--- src/rtl/clkmux4_noglitch.sv ---
// Glitch-free 4:1 clock/strobe multiplexer: sources, select and enable are
// resynchronised to CLK_I and channels are swapped only while the output is low.
//
// state     | meaning
// ST_OFF    | output parked low, waiting for enable
// ST_ARM    | tracking select, waiting for the target source to be low
// ST_ACTIVE | output follows the current source
// ST_DRAIN  | switch requested, letting the current high phase finish
// ST_GUARD  | output held low while the guard counter runs down

module clkmux4_noglitch #(
   parameter int SYNC_STAGES  = 2,
   parameter int GUARD_CYCLES = 2
) (
   input  logic       CLK_I,
   input  logic       NRST_I,
   input  logic       DATA3_I,
   input  logic       DATA2_I,
   input  logic       DATA1_I,
   input  logic       DATA0_I,
   input  logic [1:0] SEL_I,
   input  logic       EN_I,
   output logic       DATA_O
);

   localparam int CW = (GUARD_CYCLES < 2) ? 1 : $clog2(GUARD_CYCLES + 1);

   typedef enum logic [2:0] {
      ST_OFF,
      ST_ARM,
      ST_ACTIVE,
      ST_DRAIN,
      ST_GUARD
   } state_t;

   // bit 6 enable, bits 5:4 select, bits 3:0 sources
   logic [6:0] raw;
   logic [6:0] sync_q [SYNC_STAGES];
   logic [3:0] s_d;
   logic [1:0] s_sel;
   logic       s_en;

   assign raw   = {EN_I, SEL_I, DATA3_I, DATA2_I, DATA1_I, DATA0_I};
   assign s_d   = sync_q[SYNC_STAGES-1][3:0];
   assign s_sel = sync_q[SYNC_STAGES-1][5:4];
   assign s_en  = sync_q[SYNC_STAGES-1][6];

   always_ff @(posedge CLK_I or negedge NRST_I) begin
      if (!NRST_I) begin
         for (int i = 0; i < SYNC_STAGES; i++) sync_q[i] <= '0;
      end else begin
         sync_q[0] <= raw;
         for (int i = 1; i < SYNC_STAGES; i++) sync_q[i] <= sync_q[i-1];
      end
   end

   state_t        state;
   logic [1:0]    cur;
   logic [1:0]    target;
   logic [CW-1:0] cnt;

   always_ff @(posedge CLK_I or negedge NRST_I) begin
      if (!NRST_I) begin
         state  <= ST_OFF;
         cur    <= 2'd0;
         target <= 2'd0;
         cnt    <= '0;
         DATA_O <= 1'b0;
      end else begin
         // DRAIN keeps following the source so a high phase is never truncated
         DATA_O <= ((state == ST_ACTIVE) || (state == ST_DRAIN)) && s_d[cur];
         case (state)
            ST_OFF: begin
               if (s_en) begin
                  target <= s_sel;
                  state  <= ST_ARM;
               end
            end
            ST_ARM: begin
               target <= s_sel;
               if (!s_en) begin
                  state <= ST_OFF;
               end else if (!s_d[target]) begin
                  cur   <= target;
                  state <= ST_ACTIVE;
               end
            end
            ST_ACTIVE: begin
               if (!s_en || (s_sel != cur)) state <= ST_DRAIN;
            end
            ST_DRAIN: begin
               if (!s_d[cur]) begin
                  cnt   <= CW'(GUARD_CYCLES);
                  state <= ST_GUARD;
               end
            end
            ST_GUARD: begin
               if (cnt == '0) begin
                  if (s_en) begin
                     target <= s_sel;
                     state  <= ST_ARM;
                  end else begin
                     state <= ST_OFF;
                  end
               end else begin
                  cnt <= cnt - CW'(1);
               end
            end
            default: state <= ST_OFF;
         endcase
      end
   end

endmodule

--- config.mk ---
export PLATFORM = sky130hd
export DESIGN_NAME = clkmux4_noglitch
export DESIGN_NICKNAME = d
export VERILOG_FILES = /design/src/rtl/clkmux4_noglitch.sv
export SDC_FILE = /design/constraint.sdc
export NUM_CORES = 1
export LEC_CHECK = 0
export ABC_AREA = 1
export BUFFER_PORTS_ARGS = -buffer_cell sky130_fd_sc_hd__buf_2
export CAP_MARGIN = 0
export CORE_MARGIN = 5
export CORE_UTILIZATION = 30
export CTS_CLUSTER_SIZE = 20
export DETAILED_ROUTE_END_ITERATION = 8
export HOLD_SLACK_MARGIN = 0.08
export MAX_ROUTING_LAYER = met4
export PLACE_DENSITY = 0.44
export SLEW_MARGIN = 20
export SYNTH_ARGS = -nofsm -noshare
export SYNTH_HDL_FRONTEND = slang
export SYNTH_SLANG_ARGS = --single-unit
--- constraint.sdc ---
create_clock -name CLK_I -period 2.85 [get_ports CLK_I]
set_input_delay 0.57 -clock CLK_I [delete_from_list [all_inputs] [get_ports CLK_I]]
set_output_delay 0.57 -clock CLK_I [all_outputs]
set_load 0.1 [all_outputs]
## Word-level counts from Yosys, hierarchy flattened

Cells that the tools add are included.

- Add/subtract/negate cells: 1
- Magnitude comparators: 2
- Eq/ne operators: 11
- Multiplexer cells: 18
- Bitwise gates (word level): 1
- Reduce and logical (&&, ||, !) cells: 12

Operators with widths:

| kind | count |
|---|---|
| 3-bit 2-to-1 mux | 6 |
| 3-bit case mux with 5 select lines | 1 |
| 2-bit 2-to-1 mux | 4 |
| 2-bit != test, second input constant | 4 |
| 3-bit by 2-bit == test with 1-bit output, second input constant | 2 |
| 2-bit by 3-bit less-than comparator with 1-bit output, second input constant | 2 |
| 2-bit case mux with 3 select lines | 1 |
| 3-bit AND reduction | 2 |
| 5-bit AND reduction | 1 |
| 1-bit binary-select mux with 2-bit select | 2 |
| 2-bit case mux with 2 select lines | 1 |
| 3-bit by 1-bit == test with 1-bit output, second input constant | 1 |
| 3-bit == test, second input constant | 1 |
| 3-bit logical NOT | 1 |
| 1-bit 2-to-1 mux | 3 |
| 3-bit != test, second input constant | 1 |
| 3-bit nonzero test | 1 |
| 2-bit logical NOT | 1 |
| 1-bit logical OR | 2 |
| 2-bit by 1-bit != test with 1-bit output, second input constant | 1 |
| 2-bit != test | 1 |
| 2-bit AND reduction | 1 |
| 2-bit nonzero test | 1 |
| 2-bit by 1-bit subtractor with 2-bit output, second input constant | 1 |
| 3 further kinds | 3 |

- Register bits after elaboration: 24
- Output and inout port bits: 1

## Logic depth before layout (Yosys ltp)

- Depth after elaboration: 5
- Gate-level depth with buffers: 10
- Gate-level depth less buffers: 10

## Worst setup path after synthesis

No wires, ideal clock.

- Path type: register to output
- From: reg DATA_O
- To: out DATA_O
- Data arrival time: 0.883 ns
- Setup slack: 1.397 ns
- Stages on the path, launching flop included: 1
- Path buffers: 0
- Cell sequence: dfrtp_1

RTL lines:

| item | RTL line | source |
|---|---|---|
| from (decl) | 23 | `output logic DATA_O` |
| from (signal assigned) | 71 | `DATA_O <= ((state == ST_ACTIVE) \|\| (state == ST_DRAIN)) && s_d[cur];` |

No word-level cell between the ends.

## Worst setup path after layout

- From: reg DATA_O
- To: out DATA_O

No word-level cell between the ends.

==> metrics.md <==
| Metric | Value |
|---|---|
| CTS tree | `yes` |
| Vias in the first global route | `approximately 700` |
| Die width | `around 67 microns` |
| CTS H-tree depth | `1` |
| Vias | `668` |
| Setup TNS | `0 ns` |
| Routed WL | `roughly 1.6 mm` |
| Initial core utilization | `31.4%` |
| Most common cell in the netlist | `nand2_1` |
| Post-Layout Cell Count | `about 160` |
| Top cell type's share of synthesized area | `between 60 and 70%` |
| R2R Setup Slk | `1.57 ns` |
| Die span in y | `about 67 microns` |
| R2R Path End | `state[1]` |
| Final Hold Viols | `0` |
| Largest area contributor in the netlist | `dfrtp_1` |
| Placed insts | `around 160` |
| Nets | `126` |
| Crit Path Max Fanout | `1` |
| Setup crit end kind | `output port` |
| Simple-Gate Fraction of Synth Area | `between 20% and 30%` |
| Diodes inserted | `0` |
| Skew final | `0.0114 ns` |
| Post-synth EDFFs | `0` |
| Clock sink count | `24` |
| Post-cts resize count | `0` |
| Final HPWL from detailed placement | `between 1 and 1.5 mm` |
| Async SR Flop Fraction | `100%` |
| Netlist cell types | `18` |
| Starting DRT DRC Count | `19` |
| Worst reg-to-reg path cell count | `10` |
| Syn. warnings | `0` |
| CP arrival | `1.08 ns` |
| First-pass iteration count of the detailed router | `4` |
| Mapped Nets | `between 100 and 150` |
| Vias/cell | `roughly 4.2` |
| Headroom to the max-slew limit | `between 60 and 70%` |
| Cts bufs inserted | `3` |
| Max-cap check violation count | `0` |
| Largest family of logic cells by synthesized area | `simple AND/OR/NAND/NOR gates` |
| Area growth syn-to-layout | `15.8%` |
| Slowest cell delay on critical path | `between 0.4 and 0.5 ns` |
| Reg2reg start | `cnt[0]` |
| Synthesis-stage register bit count | `24` |
| Initial antenna violation count | `0` |
| Clk Latency, worst-skew pair | `around 0.32 ns` |
| CTS root buffer | `clkbuf_4` |
| Slowest cell on crit path | `buf_2` |
| Synth Area in Compound Gates | `roughly 6%` |
| Class of the worst hold path | `in2async` |
| Max IR drop VDD | `between 300 and 400 uV` |
| Syn Std Cell Area | `967 sq um` |
| Core ar. | `between 0.003 and 0.004 sq mm` |
| Clk buf depth | `2` |
| Antenna viol nets, final | `0` |
| Die footprint | `around 0.0045 sq mm` |
| Global router's overall resource usage | `a little under a tenth` |
| Post-CTS Hold Fix Bufs | `0` |
| XOR/XNOR share of the synthesized area | `0%` |
| Mapped Cells | `102` |
| DRC errors left | `0` |
| IO Count | `10` |
| Period minus WS final | `between 1.5 and 2 ns` |
| WP buf/inv | `1` |
| FP Rows | `20` |
| Mux cell area share after synthesis | `0%` |
| Worst-margin pin slew | `roughly 0.52 ns` |
| Final setup viols | `0` |
| Worst slack, placed | `1.57 ns` |
| WP data required | `about 2.3 ns` |
| Register area share after synthesis | `62.1%` |
| Most common flop cell mapped by yosys | `dfrtp_1` |
| Layout cell share with drive strength beyond 1 | `between 10% and 20%` |
| Critical-path cell list | `buf_2` |
| First-pass GRT wire length | `a little under 3 mm` |
| Outcome | `complete, no violations` |
| Fmax | `between 0.6 and 0.7 GHz` |
| PortBufs | `9` |
| Worst-path clk slew | `approximately 0.14 ns` |
| Syn Area/Cell | `9.48 sq um` |
| Crit-path leading delay family | `buffers and inverters` |
| Total setup buffers inserted after CTS | `0` |
| GRT overflow | `0` |
| Leak pwr | `0.000576 uW` |
| Final Cycle Share | `between 50% and 60%` |
| Routability Congestion | `around 0.88` |
| Wire per inst | `10.1 microns` |
| Synth top area cells | `dfrtp_1 62%, nand2_1 12%, inv_1 5.0%` |
| RSZ-0062 raised after global routing | `no` |
| Pwr dens | `about 960 mW/mm^2` |
| Slew Limit Fails | `0` |
| CP Class | `reg2out` |
| Commonest cells post-synth | `30 x nand2_1, 24 x dfrtp_1, 13 x inv_1, 8 x nand3_1, 7 x nor2_1` |
| Largest net degree at the start of global routing | `25` |
| Adder-Cell Fraction of Synth Area | `between 1 and 1.5%` |
| Critical path launch point type | `flip-flop` |
| Fin worst setup slack | `around 1.2 ns` |
[cells in the final DEF (no fill, tap or decap), drive strengths merged]
cell type,netlist,routed
o21ai,5,5
o21a,1,1
nand4,2,2
buf,0,9
ha,1,1
nor2,9,9
inv,15,15
clkbuf,0,3
nand2,30,30
a22oi,1,1
dfrtp,24,24
bufinv,0,1
nand3,11,11
nor3,1,1
a21oi,1,1
a31oi,1,1
[metrics by stage]
step | area, sq um | hold slack (ns) | power [uW] | util (%)
final | 1120 | 0.193 | 1070 | 36.4
after global placement | 1070 | 0.333 | 834 | 34.7
after detailed placement | 1070 | 0.335 | 836 | 34.7
after floorplan | 967 | 0.274 | 752 | -
after global routing | 1120 | 0.246 | 1160 | 36.4
after CTS | 1120 | 0.218 | 1090 | 36.4
[routing by layer]
metal / vias to the layer above / global-route usage, % / wire length, microns
met4: 0 / 3.30 / 12
li1: 346 / - / -
met3: 2 / 3.54 / 86
met2: 11 / 15.3 / 778
met1: 309 / 10.1 / 733
met5: - / - / 0
[worst max path at each step]
| stage | startpoint | endpoint | cells after the start |
|---|---|---|---|
| 6_report | DATA_O | DATA_O | 1 |
| 5_1_grt | DATA_O | DATA_O | 1 |
| 4_1_cts | DATA_O | DATA_O | 1 |
| 3_5_place_dp | cnt[0] | state[1] | 10 |
| 3_3_place_gp | DATA_O | DATA_O | 1 |
| 2_1_floorplan | DATA_O | DATA_O | 0 |
[logic make-up after synthesis]
group,after synthesis
AO/OA/AOI/OAI,9
flip-flops,24
buffers and inverters,15
adder cells (fa/ha/maj),1
AND/OR/NAND/NOR,53
[state kept, by name, summed over array words and instances (netlist names)]
register / cells
sync_q: 7
target: 2
DATA_O: 1
state: 3
cur: 2
s_sel: 2
cnt: 2
s_en: 1
s_d: 4
[area by class of cell]
| class | instances | area [sq um] |
|---|---|---|
| fillers | 307 | 1960 |
| flip-flops and latches | 24 | 601 |
| multi-input cells | 63 | 310 |
| inverters | 15 | 56.3 |
| well taps | 44 | 55.1 |
| repair buffers | 9 | 45.0 |
| clock inverters | 1 | 30.0 |
| clock buffers | 3 | 22.5 |
[where the power goes]
part	total, uW	switching, uW	internal, uW
sequential	471	61.6	409
clock	250	108	142
combinational	352	232	121
(Power assumes the default switching activity.)
